**src/rtl/adder_pkg.sv**
```systemverilog
// adder_pkg: shared state encoding for the sequential adder family
package adder_pkg;
  localparam logic [1:0] ST_IDLE = 2'd0;
  localparam logic [1:0] ST_RUN  = 2'd1;
  localparam logic [1:0] ST_DONE = 2'd2;
  typedef enum logic [1:0] {
    S_IDLE = ST_IDLE,
    S_RUN  = ST_RUN,
    S_DONE = ST_DONE
  } state_e;
endpackage

```
**src/rtl/chunked_serial_adder_if.sv**
```systemverilog
// chunked_serial_adder_if: start/busy/done handshake plus operand and result bus
//   master drives start, a, b, cin; slave drives busy, done, sum, cout
interface chunked_serial_adder_if #(parameter int WIDTH = 8);
  logic             start;
  logic             cin;
  logic             busy;
  logic             done;
  logic             cout;
  logic [WIDTH-1:0] a;
  logic [WIDTH-1:0] b;
  logic [WIDTH-1:0] sum;
  modport master(output start, a, b, cin, input busy, done, sum, cout);
  modport slave(input start, a, b, cin, output busy, done, sum, cout);
endinterface

```
**src/rtl/chunk_adder.sv**
```systemverilog
// chunk_adder: combinational CHUNK-bit adder with carry in/out
//   a_i, b_i : CHUNK-bit addends, cin_i : carry in
//   sum_o    : CHUNK-bit sum,     cout_o: carry out
module chunk_adder #(parameter int CHUNK = 2) (
  input  logic [CHUNK-1:0] a_i,
  input  logic [CHUNK-1:0] b_i,
  input  logic             cin_i,
  output logic [CHUNK-1:0] sum_o,
  output logic             cout_o
);
  assign {cout_o, sum_o} = {1'b0, a_i} + {1'b0, b_i} + {{CHUNK{1'b0}}, cin_i};
endmodule

```
**src/rtl/chunked_serial_adder.sv**
```systemverilog
// chunked_serial_adder: WIDTH-bit a+b+cin computed CHUNK bits per clock, LSB chunk first
//   clk, rst : clock, asynchronous active-high reset
//   bus      : slave side of chunked_serial_adder_if (start/a/b/cin in, busy/done/sum/cout out)
module chunked_serial_adder
  import adder_pkg::*;
#(
  parameter int WIDTH = 8,
  parameter int CHUNK = 2
) (
  input  logic                   clk,
  input  logic                   rst,
  chunked_serial_adder_if.slave  bus
);
  localparam int NCHUNK = WIDTH / CHUNK;
  localparam int CW = $clog2(NCHUNK) + 1;
  state_e           state_q, state_d;
  logic [WIDTH-1:0] a_q, a_d, b_q, b_d, acc_q, acc_d, sum_q, sum_d;
  logic             carry_q, carry_d, cout_q, cout_d;
  logic [CW-1:0]    cnt_q, cnt_d;
  logic [CHUNK-1:0] csum;
  logic             ccout;
  logic             accept;
  logic             last;
  chunk_adder #(.CHUNK(CHUNK)) u_chunk (
    .a_i   (a_q[CHUNK-1:0]),
    .b_i   (b_q[CHUNK-1:0]),
    .cin_i (carry_q),
    .sum_o (csum),
    .cout_o(ccout)
  );
  // DONE accepts a new start just like IDLE, giving back-to-back operation
  assign accept = bus.start && state_q != S_RUN;
  assign last = cnt_q == CW'(NCHUNK - 1);
  always_comb begin
    state_d = state_q;
    a_d = a_q;
    b_d = b_q;
    acc_d = acc_q;
    carry_d = carry_q;
    cnt_d = cnt_q;
    sum_d = sum_q;
    cout_d = cout_q;
    if (state_q == S_RUN) begin
      // each chunk enters at the top so the first one ends at the bottom
      acc_d = (acc_q >> CHUNK) | (WIDTH'(csum) << (WIDTH - CHUNK));
      a_d = a_q >> CHUNK;
      b_d = b_q >> CHUNK;
      carry_d = ccout;
      cnt_d = cnt_q + CW'(1);
      if (last) begin
        state_d = S_DONE;
        sum_d = acc_d;
        cout_d = ccout;
      end
    end else if (accept) begin
      state_d = S_RUN;
      a_d = bus.a;
      b_d = bus.b;
      carry_d = bus.cin;
      cnt_d = '0;
      acc_d = '0;
    end else if (state_q == S_DONE) begin
      state_d = S_IDLE;
    end
  end
  always_ff @(posedge clk or posedge rst) begin
    if (rst) begin
      state_q <= S_IDLE;
      a_q <= '0;
      b_q <= '0;
      acc_q <= '0;
      carry_q <= 1'b0;
      cnt_q <= '0;
      sum_q <= '0;
      cout_q <= 1'b0;
    end else begin
      state_q <= state_d;
      a_q <= a_d;
      b_q <= b_d;
      acc_q <= acc_d;
      carry_q <= carry_d;
      cnt_q <= cnt_d;
      sum_q <= sum_d;
      cout_q <= cout_d;
    end
  end
  assign bus.busy = state_q == S_RUN;
  assign bus.done = state_q == S_DONE;
  assign bus.sum = sum_q;
  assign bus.cout = cout_q;
endmodule

```
**src/flat_wrapper.sv**
```systemverilog
// flat-port wrapper written by rule: the top's interface ports become plain ports
module chunked_serial_adder_flat import adder_pkg::*;
#(
  parameter int WIDTH = 8,
  parameter int CHUNK = 2
)
  (clk, rst, bus_start, bus_a, bus_b, bus_cin, bus_busy, bus_done, bus_sum, bus_cout);
  chunked_serial_adder_if #(.WIDTH(WIDTH)) bus_i ();
  input  logic clk;
  input  logic rst;
  input wire logic [$bits(bus_i.start)-1:0] bus_start;
  input wire logic [$bits(bus_i.a)-1:0] bus_a;
  input wire logic [$bits(bus_i.b)-1:0] bus_b;
  input wire logic [$bits(bus_i.cin)-1:0] bus_cin;
  output wire logic [$bits(bus_i.busy)-1:0] bus_busy;
  output wire logic [$bits(bus_i.done)-1:0] bus_done;
  output wire logic [$bits(bus_i.sum)-1:0] bus_sum;
  output wire logic [$bits(bus_i.cout)-1:0] bus_cout;
  assign bus_i.start = bus_start;
  assign bus_i.a = bus_a;
  assign bus_i.b = bus_b;
  assign bus_i.cin = bus_cin;
  assign bus_busy = bus_i.busy;
  assign bus_done = bus_i.done;
  assign bus_sum = bus_i.sum;
  assign bus_cout = bus_i.cout;
  chunked_serial_adder #(.WIDTH(WIDTH), .CHUNK(CHUNK)) u_core (.clk(clk), .rst(rst), .bus(bus_i));
endmodule
```
**config.mk**
```make
export PLATFORM = sky130hd
export DESIGN_NAME = chunked_serial_adder_flat
export DESIGN_NICKNAME = d
export VERILOG_FILES = /design/src/rtl/adder_pkg.sv /design/src/rtl/chunked_serial_adder_if.sv /design/src/rtl/chunk_adder.sv /design/src/rtl/chunked_serial_adder.sv /design/src/flat_wrapper.sv
export SDC_FILE = /design/constraint.sdc
export NUM_CORES = 1
export LEC_CHECK = 0
export CORE_ASPECT_RATIO = 0.6
export CORE_UTILIZATION = 45
export CTS_CLUSTER_SIZE = 40
export DETAILED_ROUTE_END_ITERATION = 12
export GPL_TIMING_DRIVEN = 0
export PLACE_DENSITY = 0.75
export SLEW_MARGIN = 10
export SYNTH_ARGS = -nofsm -noshare
export SYNTH_HDL_FRONTEND = slang
export SYNTH_SLANG_ARGS = --single-unit
```
**constraint.sdc**
```tcl
create_clock -name clk -period 1.5 [get_ports clk]
set_input_delay 0.3 -clock clk [delete_from_list [all_inputs] [get_ports clk]]
set_output_delay 0.3 -clock clk [all_outputs]
set_load 0.1 [all_outputs]
```
Word-level counts from Yosys, hierarchy flattened
Index checks and enable logic that the tools add are counted.
W data, S select, Z words.
- word-level logic and storage cells: 36
- output and inout port bits: 11
- bits of input ports: 20
- register bits after elaboration: 39
- equality and inequality tests: 5
- bitwise gates (word level): 1
- add/sub/neg operators: 3
- reduce and logical (&&, ||, !) cells: 5
- multiplexer cells: 14
- operator list (operator ; number):
    $mux W8 ; 6
    $mux W2 ; 4
    $or A6 B8 Y8 ; 1
    $mux W3 ; 2
    $ne A2 B1 Y1 const B ; 2
    $reduce_and A2 Y1 ; 2
    $add A2 B2 Y3 ; 1
    $add A3 B1 Y3 ; 1
    $add A3 B1 Y3 const B ; 1
    $eq A3 B2 Y1 const B ; 1
    $reduce_bool A3 Y1 ; 1
    $eq A2 B1 Y1 const B ; 1
    $eq A2 B2 Y1 const B ; 1
    $mux W1 ; 2
    $reduce_bool A2 Y1 ; 1
    $logic_and A1 B1 Y1 ; 1

Longest topological paths before layout
- word-level depth: 4
- depth in mapped cells: 6
- gate-level depth less buffers: 5

Modules after synthesis
A second synthesis with hierarchy kept.
- cells, all modules: 155
- area total of the unflattened synthesis: 1760.4 sq um
- by module, submodules not included (module ; area each (sq um) ; times used ; cells each):
    chunked_serial_adder ; 1690.4 ; 1 ; 145
    chunk_adder ; 70.1 ; 1 ; 10

Worst setup path after synthesis
No wires, ideal clock.
- path type: register -> register
- start: register u_core.state_q[1]
- end: register u_core.sum_q[0] (netlist: u_core.bus.sum[0])
- buffers on the path: 1
- period minus slack after synthesis: 2.050 ns
- path slack: -0.550 ns
- setup time: 0.125 ns
- data arrival time: 1.924 ns
- stages on the path, launching flop included: 6
- required time: 1.375 ns
- path through: dfrtp_1 > inv_1 > ha_1 > nand2_2 > buf_6 > mux2_4
- cells in the longest elaborated chain, start to end: 2
- RTL lines (item ; RTL line ; RTL):
    start: declaration ; chunked_serial_adder.sv:16 ; state_e state_q, state_d;
    start signal: assignment ; chunked_serial_adder.sv:77 ; state_q <= state_d;
    $eq A2 B1 Y1 ; n/a ;
    named net bus_busy ; flat_wrapper.sv:15 ; output wire logic [$bits(bus_i.busy)-1:0] bus_busy;
    $reduce_and A2 Y1 (no source line) ; n/a ;
    end signal: assignment ; chunked_serial_adder.sv:83 ; sum_q <= sum_d;
    end: declaration ; chunked_serial_adder.sv:17 ; logic [WIDTH-1:0] a_q, a_d, b_q, b_d, acc_q, acc_d, sum_q, sum_d;
The timed path passes the listed nets, and every way through them passes these cells.
A chain may end at the register's enable or synchronous reset.

Final worst setup path
- start: register u_core.a_q[0]
- end: register u_core.acc_q[7]
- cells in the longest elaborated chain, start to end: 4
- RTL lines (item ; RTL line ; RTL):
    start: declaration ; chunked_serial_adder.sv:17 ;
    start signal: assignment ; chunked_serial_adder.sv:69 ; a_q <= '0;
    start signal: assignment ; chunked_serial_adder.sv:78 ; a_q <= a_d;
    $add A2 B2 Y3 ; chunk_adder.sv:11 ; assign {cout_o, sum_o} = {1'b0, a_i} + {1'b0, b_i} + {{CHUNK{1'b0}}, cin_i};
    $add A3 B1 Y3 ; chunk_adder.sv:11 ;
    $or A6 B8 Y8 ; chunked_serial_adder.sv:45 ; acc_d = (acc_q >> CHUNK) | (WIDTH'(csum) << (WIDTH - CHUNK));
    $mux W8 ; chunked_serial_adder.sv:43 ; if (state_q == S_RUN) begin
    end signal: assignment ; chunked_serial_adder.sv:71 ; acc_q <= '0;
    end signal: assignment ; chunked_serial_adder.sv:80 ; acc_q <= acc_d;
    end: declaration ; chunked_serial_adder.sv:17 ;
Every way passes these cells.

==> flow_summary.yaml <==
run_status:
  status: "finished with violations"
  violations: "negative setup slack"
timing:
  fin_ws_ns: -0.0342
  worst_pin_slew_ns: 0.758
  final_max_slew_viol_count: 0
  setup_viol_count_final: 2
  clock_skew_ns: 0.00422
  post-route-period-util: 1.02
  slew_headroom: 0.494
  maxClockFrequency_mhz: 652
  period_needed_ns: 1.53
  hold_violations: 0
  rsz0062_at_grt: "yes"
final_layout:
  seq_area_um2: 926
  n_fill_cell: 264
  design_area_mm2: 0.00217
  area_growth_pct: 29.9
  drive_gt1_frac: 0.263
  final_util: 0.638
  diodes: 0
  multi_input_area_um2: 657
  num-nets-final: 219
  final_cells: 239
global_routing:
  grt_max_degree: 38
  use_met3: 0.0748
  grt_use_met1: 0.260
  grt_pass1_vias: 1241
  grt-busiest-layer: "met2"
  grt_pass1_wl_um: 5750
  grt_use_met2: 0.294
  antenna_found_initial: 0
  grtUsageTotal: 0.200
  grt.overflow.total: 0
clocking:
  cts_max_path_buffers: 2
  clkTransAtPathRegs_ns: 0.07
  cts_tree: "built"
  cts_root_buffer: "clkbuf_8"
  insertion_delay_ns: 0.30
  cts-htree-levels: 2
  cts_sinks: 37
  cts_buffers: 5
critical_path:
  critPathSlowestCell: "fa_1"
  start_kind: "flip-flop"
  critPathMaxStageDelay_ns: 0.54
  crit_path_end_kind: "flip-flop"
  cp_cell_sequence: "inv_2, fa_2, fa_1, o22ai_2"
  required_ns: 1.68
  worst-setup-path-type: "reg -> reg"
  worst_ep_arrival_time_ns: 1.71
  critPathMaxFanout: 2
  r2r_slack_ns: -0.03
logic_synthesis:
  synth_top_family_by_area: "multiplexers"
  synth_adder_area_share: 0.0539
  synth_compound_gate_area_share: 0.0958
  netlist_area_mm2: 0.00167
  async_flop_share: 1.00
  syn_avg_cell_area_um2: 11.1
  ys_seq_elements: 37
  yosysUniqueCellTypes: 20
  syn-num-nets: 177
  synth_enable_flop_cells: 0
  synth_simple_gate_area_frac: 0.0816
  synthMuxAreaShare: 0.143
  ys_warn_count: 0
  seq_area_frac_synth: 0.554
  netlist_instances: 151
  synth-xor-area-share: 0
  synthFlopType: "dfrtp_1"
routing:
  vias: 1213
  wl_per_cell_um: 13.9
  drc: 0
  drtPass1Iterations: 4
  drt_iter0_drc: 93
  detail-route-antenna-nets: 0
  avgViaCountPerCell: 5.08
  drt-total-wl_um: 3330
placement:
  portBuffers: 29
  dp_cells: 225
  dp_hpwl_um: 2380
  placed_cell_area_mm2: 0.00203
  globalplace.congestion: 0.737
run:
  cap_violations: 0
floorplanning:
  pin_count: 31
  die_area_mm2: 0.00397
  coreArea_mm2: 0.00340
  rows: 16
  die_w_um: 80.7
  initial_core_util: 0.491
  die-height_um: 49.2
min_path:
  hp-class: "in -> reg"
power_and_ir_drop:
  ir_drop_mv: 1.07
  power_leakage_nw: 1.07
  powerDensity_mw_per_mm2: 2380
synth_stat cells, types with 2 or more instances:
cell type,number,area [µm²]
nand2_1,28,105
nand3_1,2,10.0
buf_6,2,22.5
a21oi_1,3,15.0
buf_2,3,15.0
dfrtp_1,37,926
o22ai_1,4,25.0
fa_1,2,40.0
mux2i_1,16,160
buf_4,3,22.5
ha_1,4,50.1
o21ai_0,21,105
inv_1,12,45.0
nor2_1,4,15.0
mux2_2,3,33.8
mux2_4,3,45.0
cell usage in the layout, fill, tap and decap left out, types with 2 or more instances in the layout:
| cell type | instances |
|---|---|
| buf_4 | 9 |
| clkbuf_8 | 7 |
| buf_12 | 2 |
| dfrtp_1 | 37 |
| nand2_1 | 28 |
| nand3_1 | 2 |
| a21oi_1 | 3 |
| o21ai_0 | 20 |
| buf_6 | 2 |
| nor2_1 | 4 |
| o21ai_1 | 2 |
| mux2i_1 | 16 |
| mux2_4 | 3 |
| mux2_2 | 3 |
| inv_1 | 7 |
| o22ai_1 | 3 |
| ha_2 | 2 |
| inv_2 | 5 |
| clkdlybuf4s50_1 | 18 |
| buf_2 | 12 |
path summary, 6_finish.rpt:
check,startpoint,to,cells past startpoint
worst max-delay path,u_core.a_q[0],u_core.acc_q[7],4
worst min register to register,u_core.b_q[4],u_core.b_q[2],2
min in group asynchronous,rst,u_core.bus.sum[2],2
worst max register to register,u_core.a_q[0],u_core.acc_q[7],4
max in group asynchronous,rst,u_core.cnt_q[1],2
worst min-delay path,bus_start,u_core.carry_q,3
worst max-delay path: cells and delay by family, from the launching register on:
| kind | cells | cell delay, ns |
|---|---|---|
| buffers and inverters | 1 | 0.05 |
| flip-flops | 1 | 0.36 |
| adder cells (fa/ha/maj) | 2 | 0.92 |
| AO/OA/AOI/OAI | 1 | 0.08 |
flip-flops by register name, indices dropped and copies added, names as in the netlist:
name,flops
u_core.a_q,8
u_core.bus.cout,1
u_core.carry_q,1
u_core.acc_q,6
u_core.b_q,8
u_core.bus.sum,8
u_core.cnt_q,3
u_core.state_q,2
power breakdown:
group / leakage, nW / switching (mW) / internal, mW
Sequential: 0.477 / 0.241 / 1.42
Clock: 0.0542 / 0.352 / 0.415
Combinational: 0.534 / 1.81 / 0.922
Total: 1.07 / 2.40 / 2.76
area by class of cell:
cell class,count,share of cell area
flip-flops and latches,37,0.427
clock buffers,7,0.0444
well taps,45,0.0259
multi-input cells,93,0.303
repair buffers,35,0.143
plain buffers,9,0.0346
inverters,12,0.0207
clock inverters,1,0.00231
metal layers:
layer,part of all wire,wire (µm),vias to the layer above
met4,0.017,57,0
met2,0.44,1470,37
met3,0.059,196,6
met5,0,0,-
met1,0.48,1610,586
li1,-,-,584
kinds of logic after synthesis:
logic type,Yosys count
compound gates,30
fa+ha+maj,6
buf+inv,21
flops,37
mux,22
simple gates,35
stage by stage:
stage,setup TNS [ns],setup WS (ns),power [mW],hold WS [ns]
after floorplan,-0.00189,-0.000628,3.62,0.449
after global placement,-17.31,-0.557,4.13,0.464
after detailed placement,-3.68,-0.569,4.25,0.473
after CTS,-0.0701,-0.0465,5.04,0.356
after global routing,-0.157,-0.0722,5.50,0.379
final,-0.0622,-0.0342,5.16,0.363
what timing repair did:
item / 4_1_cts / 5_1_grt
pin swaps: 2 / 4
hold buffers: 0 / 0
buffers inserted: 3 / 3
setup endpoints to repair: 17 / 14
gates resized for setup: 59 / 13
(Power assumes the default switching activity.)
